## src/rtl/twiddle_addr_gen.sv

```systemverilog
// -----------------------------------------------------------------------------
// twiddle_addr_gen
//
// Sequential twiddle-ROM address generator for a radix-2 DIF FFT of size
// N = 2**LOG2N. One accepted start walks all N/2 butterflies of the requested
// stage. Each butterfly produces one twiddle address on a valid/ready stream.
//
// Address rule for stage s < LOG2N, butterfly k:
//   H = N >> (s+1),  j = k mod H,  tw_addr = j << s  (0..N/2-1).
// Stages s >= LOG2N-1 produce tw_addr = 0 for every butterfly.
//
// Optional build macro TWADDR_QUARTER_EN targets a quarter-wave ROM. The
// address shrinks to LOG2N-2 bits. A tw_swap flag is added, and it is set
// whenever the full address lies in the upper quarter (a >= N/4).
//
// Ports:
//   clk        in   clock, rising edge
//   rst        in   synchronous active-high reset
//   start      in   request one stage; accepted only while busy=0
//   stage      in   [STG_W]   stage number, sampled on accepted start
//   busy       out  high from accepted start until last address accepted
//   out_valid  out  tw_addr/bfly_idx/last (and tw_swap) are valid
//   out_ready  in   downstream accepts current output
//   tw_addr    out  [LOG2N-1] (or [LOG2N-2] with TWADDR_QUARTER_EN)
//   bfly_idx   out  [LOG2N-1] butterfly index k of current output
//   last       out  current output is k = N/2-1
//   tw_swap    out  (TWADDR_QUARTER_EN only) use -j * W^(a-N/4)
//   done       out  one-cycle pulse after the last handshake
// -----------------------------------------------------------------------------
module twiddle_addr_gen #(
    parameter int LOG2N = 5,
    parameter int STG_W = 4
) (
    input  logic               clk,
    input  logic               rst,
    input  logic               start,
    input  logic [STG_W-1:0]   stage,
    output logic               busy,
    output logic               out_valid,
    input  logic               out_ready,
`ifdef TWADDR_QUARTER_EN
    output logic [LOG2N-3:0]   tw_addr,
    output logic               tw_swap,
`else
    output logic [LOG2N-2:0]   tw_addr,
`endif
    output logic [LOG2N-2:0]   bfly_idx,
    output logic               last,
    output logic               done
);

    localparam int K_W = LOG2N - 1;
`ifdef TWADDR_QUARTER_EN
    localparam int A_W = LOG2N - 2;
`else
    localparam int A_W = LOG2N - 1;
`endif

    localparam logic [0:0]     S_IDLE  = 1'b0;
    localparam logic [0:0]     S_RUN   = 1'b1;
    localparam logic [K_W-1:0] K_LAST  = '1;      // N/2-1
    localparam logic [31:0]    LOG2N_U = LOG2N;

    logic [0:0]       state_q;
    logic [STG_W-1:0] stg_q;
    logic [K_W-1:0]   k_q;

    logic [K_W-1:0]   k_next;
    logic [STG_W-1:0] stg_sel;
    logic [K_W-1:0]   a_next;

    // (k mod H) << s. H-1 equals (N/2-1) >> s, so the modulo is a mask.
    function automatic logic [K_W-1:0] full_addr(input logic [K_W-1:0]   k,
                                                 input logic [STG_W-1:0] s);
        logic [K_W-1:0] mask;
        if (32'(s) >= LOG2N_U) begin
            return '0;
        end
        mask = '1;
        mask = mask >> s;
        return (k & mask) << s;
    endfunction

    // The address for the next presented butterfly is computed in advance,
    // so every output is driven straight from a flop.
    // NOTE: every always_comb output gets a default first so no latch is inferred.
    always_comb begin
        k_next  = '0;
        stg_sel = stage;
        if (state_q == S_RUN) begin
            k_next  = k_q + 1'b1;
            stg_sel = stg_q;
        end
        a_next = full_addr(k_next, stg_sel);
    end

    // NOTE: state registers use non-blocking assignments only.
    always_ff @(posedge clk) begin
        if (rst) begin
            state_q <= S_IDLE;
            stg_q   <= '0;
            k_q     <= '0;
            tw_addr <= '0;
            last    <= 1'b0;
            done    <= 1'b0;
`ifdef TWADDR_QUARTER_EN
            tw_swap <= 1'b0;
`endif
        end else begin
            done <= 1'b0;
            case (state_q)
                S_IDLE: begin
                    if (start) begin
                        state_q <= S_RUN;
                        stg_q   <= stage;
                        k_q     <= '0;
                        tw_addr <= a_next[A_W-1:0];
                        last    <= 1'b0;      // N/2 >= 4, so k=0 is never last
`ifdef TWADDR_QUARTER_EN
                        tw_swap <= a_next[K_W-1];
`endif
                    end
                end
                S_RUN: begin
                    // With out_ready low nothing moves, which holds the outputs.
                    if (out_ready) begin
                        if (last) begin
                            state_q <= S_IDLE;
                            done    <= 1'b1;
                        end else begin
                            k_q     <= k_next;
                            tw_addr <= a_next[A_W-1:0];
                            last    <= (k_next == K_LAST);
`ifdef TWADDR_QUARTER_EN
                            // The upper-quarter bit becomes the swap flag,
                            // and the lower bits are a - N/4.
                            tw_swap <= a_next[K_W-1];
`endif
                        end
                    end
                end
                default: state_q <= S_IDLE;
            endcase
        end
    end

    assign busy      = state_q;
    assign out_valid = state_q;
    assign bfly_idx  = k_q;

endmodule

```

## config.mk

```make
export PLATFORM = sky130hd
export DESIGN_NAME = twiddle_addr_gen
export DESIGN_NICKNAME = d
export VERILOG_FILES = /design/src/rtl/twiddle_addr_gen.sv
export SDC_FILE = /design/constraint.sdc
export NUM_CORES = 1
export LEC_CHECK = 0
export BUFFER_PORTS_ARGS = -buffer_cell sky130_fd_sc_hd__buf_2
export CAP_MARGIN = 20
export CORE_MARGIN = 4
export CORE_UTILIZATION = 53
export DETAILED_ROUTE_END_ITERATION = 7
export PLACE_DENSITY = 0.81
export SKIP_CTS_REPAIR_TIMING = 1
export SLEW_MARGIN = 15
export SYNTH_ARGS = -nofsm -noshare
export SYNTH_HDL_FRONTEND = slang
export SYNTH_SLANG_ARGS = --single-unit
export TNS_END_PERCENT = 1
```

## constraint.sdc

```tcl
create_clock -name clk -period 2.4 [get_ports clk]
set_input_delay 0.24 -clock clk [delete_from_list [all_inputs] [get_ports clk]]
set_output_delay 0.24 -clock clk [all_outputs]
set_load 0.005 [all_outputs]
```

Word-level counts from Yosys, hierarchy flattened
Cells that the tools add are included.
- output and inout bits: 12
- logic and storage cells: 43
- bits of input ports: 8
- register bits after elaboration: 15
- bitwise gates (word level): 3
- reductions and logical operators: 4
- shifts and indexed selects: 2
- $lt $le $gt $ge: 1
- equal/unequal tests: 4
- muxes and demuxes: 22
- add/subtract/negate cells: 1
- operators by type and width (operator ; number):
    2-to-1 mux 4 bit ; 10
    one-hot mux 4 bit (2 select lines) ; 2
    2-to-1 mux 1 bit ; 8
    != test 2 bit, second input constant ; 3
    adder 4 x 1 -> 4 bit, second input constant ; 1
    AND 4 bit ; 1
    == test 4 bit, second input constant ; 1
    greater-or-equal comparator 4 x 3 -> 1 bit, second input constant ; 1
    one-hot mux 1 bit (2 select lines) ; 2
    AND reduction 2 bit ; 2
    left shift 4 x 4 -> 4 bit ; 1
    >> shifter 4 x 4 -> 4 bit, first input constant ; 1
    AND reduction 3 bit ; 1
    OR reduction 3 bit ; 1
    NOT 1 bit ; 2

Logic depth before layout (Yosys ltp)
- word-level depth: 8
- gate-level depth with buffers: 6
- depth with buffers taken out: 5

Worst setup path before layout
Ideal clock, no wire load.
- kind: reg-to-reg
- from: register state_q (netlist: busy)
- to: register tw_addr[0]
- path buffers: 2
- stages on the path, launching flop included: 7
- clock period less this slack: 1.404 ns
- data required time: 2.330 ns
- path slack: 0.996 ns
- library setup time: 0.070 ns
- arrival time: 1.334 ns
- path through: dfxtp_1 buf_4 and3b_1 buf_6 nand2_4 or4_1 a21oi_1
- cells in the longest elaborated chain, start to end: 8
- elaborated cells on any way between the ends: 17
- classes of those cells: order compare: 1; eq/ne: 3; shift: 2; mux: 8; bitwise: 2; reduce/logical: 1
- ends and longest elaborated chain (item ; RTL line ; RTL):
    from (decl) ; 64 ; logic [0:0] state_q;
    from (signal assigned) ; 100 ; state_q <= S_IDLE;
    from (signal assigned) ; 114 ; state_q <= S_RUN;
    from (signal assigned) ; 128 ; state_q <= S_IDLE;
    2-to-1 mux 4 bit ; 90 ; if (state_q == S_RUN) begin
    >> shifter 4 x 4 -> 4 bit ; 80 ; mask = mask >> s;
    AND 4 bit ; 81 ; return (k & mask) << s;
    left shift 4 x 4 -> 4 bit ; 81 ;
    2-to-1 mux 4 bit ; 79 ; mask = '1;
    2-to-1 mux 4 bit ; 127 ; if (last) begin
    2-to-1 mux 4 bit ; 126 ; if (out_ready) begin
    one-hot mux 4 bit (2 select lines) ; 111 ; case (state_q)
    to (signal assigned) ; 117 ; tw_addr <= a_next[A_W-1:0];
    to (signal assigned) ; 132 ; tw_addr <= a_next[A_W-1:0];
    to (decl) ; 45 ; output logic [LOG2N-2:0] tw_addr,
Several ways; a longest one is shown, not always the timed one. The select of a mux whose other input is x is not followed.
A chain may end at the register's enable or synchronous reset.

Final worst setup path
Ends and elaborated chain as after synthesis.

==> out/results.txt <==
Setup-failing EPs final: 0
Port Buf Inserts: 19
FF+latch count, synth: 15
Net switching power figure: 127 uW
Pre-CTS worst setup slack: 0.822 ns
Clock edge transition at the registers on the reported setup and hold paths: 0.09 ns
Total placed cells including tap cells: 119
Initial core utilization: 56.3%
Final net count: 118
Hold Slack: 0.187 ns
RSZ-0062 raised after global routing: no
Layout Area Growth over Synthesis: 13.7%
Most common library cell in the layout ignoring fill and taps: buf_2
Final worst clock skew: 0.00301 ns
Tcrit/Tclk final: 66.9%
Pre-Repair DR Iteration Count: 4
Final cell utilization of the core: 63.9%
Post-Synthesis Cells: 92
Routed via count divided by cell count: 5.55
Top library cells by usage in the layout, fill and taps aside: 19 x buf_2, 18 x nand2_1, 16 x a21oi_1
Setup slack of the worst register-to-register path: 0.79 ns
Global router's overall resource usage: 16.2%
Share of final-layout standard cells stronger than drive strength 1: 22.2%
Reg2reg path depth: 4
Destination of the critical timing path: tw_addr[0]
Crit path from: busy
Placement row count: 13
Core outline area: 1300 um^2
Highest clock rate: 623 MHz
Total Die Area: 2040 um^2
Number of distinct standard cells referenced by the synthesized netlist: 31
Sequential fraction of the synthesis area: 41.0%
Data arrival time of the critical path: 1.82 ns
Synthesized net count: 101
Synth warnings: 0
Clock Latency Late Sink: 0.28 ns
Height of the die: 45.2 um
Class of the most critical setup path: flip-flop to flip-flop
Placed cell area: 805 um^2
Violation count after the first detailed-route iteration: 12
Slew headroom: 77.1%
FILL cells: 134
Final count of hold timing violations: 0
Total clock buffers created by CTS: 3
Detailed placer's ending HPWL: 1.11 mm
Diodes inserted: 0
Endpoint kind of the worst setup timing path: flip-flop
Run status: finished, final reports clean
Cell area after layout: 832 um^2
Vias in the first global route: 545
Share of power burned in registers: 57.2%
Detailed-route wire length: 1.51 mm
Comb pwr share: 11.9%
Deepest level of the CTS H-tree: 1
First-pass GRT wire length: 2.45 mm
Kind of start point of the critical path: flip-flop
Switching power as a share of total power: 27.1%
Worst IR drop on VDD: 0.000488 V
Post-Route Setup TNS: 0 ns
Crit path max fanout: 10
DR WL/cell: 12.3 um
Worst reg2reg endpoint: tw_addr[0]
Number of buffers between clock root and the deepest sink: 2
Routability Congestion: 0.793
Max-slew violation count: 0
Number of antenna-violating nets in the routed design: 0
Count of pins on the block boundary: 20
Max-capacitance violation count: 0
Die span in x: 45.2 um
Internal power: 342 uW
Initial antenna violation count: 0
Routed vias: 683
Overall power of the completed layout: 470 uW
Minimum clock period: 1.61 ns
Hold Crit Class: input pin to flip-flop
Relative contribution of the clock network to total power: 30.8%
Power density normalized to cell area: 564 nW/um^2
Num Clock Sinks: 15
Origin of the critical flop-to-flop path: busy
Slew at the pin with the worst max-slew slack: 0.344 ns
Maximum number of pins on one net before global-route repair: 17
Post-Synthesis Cell Area: 732 um^2
Number of remaining DRC errors: 0
Clk root buf: clkbuf_4
Least setup slack across all paths after layout: 0.794 ns
Final cell count without fillers: 123
Required time of the critical path: 2.62 ns
TritonCTS clock tree: built
Mapped Avg Cell Area: 7.96 um^2
Cell leakage power: 0.345 nW
Leftover overflow at the end of global routing: 0
-- synthesized netlist by cell type, drive strengths merged --
cell    count  area share (%)
o31ai       1             1.0
a32o        1             1.4
nor2b       2             1.7
and2b       1             1.0
buf         3             3.6
or3         1            0.86
or4         1             1.0
nor3        3             2.1
nand2b      1            0.86
nand2      19              11
ha          1             1.7
nand3       1            0.68
inv         3             1.5
and3b       1             1.2
a21o        1             1.0
nor2        4             2.1
nand3b      1             1.0
o21ai       2             1.4
clkbuf      4             2.1
dfxtp      15              41
nor3b       1             1.0
o211ai      1             1.0
nand4       1            0.86
a21oi      16              11
mux2i       2             2.7
a31oi       1            0.86
a211oi      2             2.1
xnor2       1             1.2
nor4bb      1             1.4
-- sequential cells by signal, indices dropped and copies added, names as in the netlist --
name / flops
bfly_idx: 4
stg_q: 4
tw_addr: 4
busy: 1
done: 1
last: 1
-- logic make-up after synthesis --
family	Yosys count	synth area share, %
compound gates	25	19.7
xor+xnor	1	1.20
fa+ha+maj	1	1.71
buf+inv	10	7.18
flops	15	41.0
mux	2	2.74
simple gates	38	26.5
-- power groups by stage --
stage          combinational (mW)  sequential (mW)  clock [mW]
4_1_cts                    0.0562            0.269       0.145
3_5_place_dp               0.0557            0.274           0
3_3_place_gp               0.0554            0.274           0
6_report                   0.0561            0.269       0.145
5_1_grt                    0.0633            0.270       0.158
2_1_floorplan              0.0480            0.269           0
-- metal layers --
metal	global-route usage, %	vias to the layer above	wire length, um
met5	0	-	0
met4	7.02	0	13
met1	24.0	302	735
li1	-	353	-
met2	22.9	26	660
met3	2.39	2	103
-- worst min path at each step --
stage,cells after the start,start,to,slack (ns)
final,3,stage[3],stg_q[3],0.19
after global routing,3,stage[3],stg_q[3],0.20
after CTS,3,stage[3],stg_q[3],0.19
after detailed placement,2,tw_addr[1],tw_addr[1],0.44
after global placement,2,tw_addr[1],tw_addr[1],0.44
after floorplan,2,stage[2],stg_q[2],0.38
-- worst max-delay path: stages (launching register included) --
cell and delay [ns]:
dfxtp_1 0.50, and3b_1 0.41, nand2_4 0.08, or4_1 0.40, a21oi_1 0.15
-- final cells by class --
type                            instances  area (um^2)  area share [%]
Multi-Input combinational cell         67          379            45.6
Sequential cell                        15          300            36.1
Timing Repair Buffer                   19         95.1            11.4
Clock buffer                            3         22.5            2.71
Tap cell                               15         18.8            2.26
Inverter                                3         11.3            1.35
Clock inverter                          1         5.00           0.602
(Power assumes the default switching activity.)
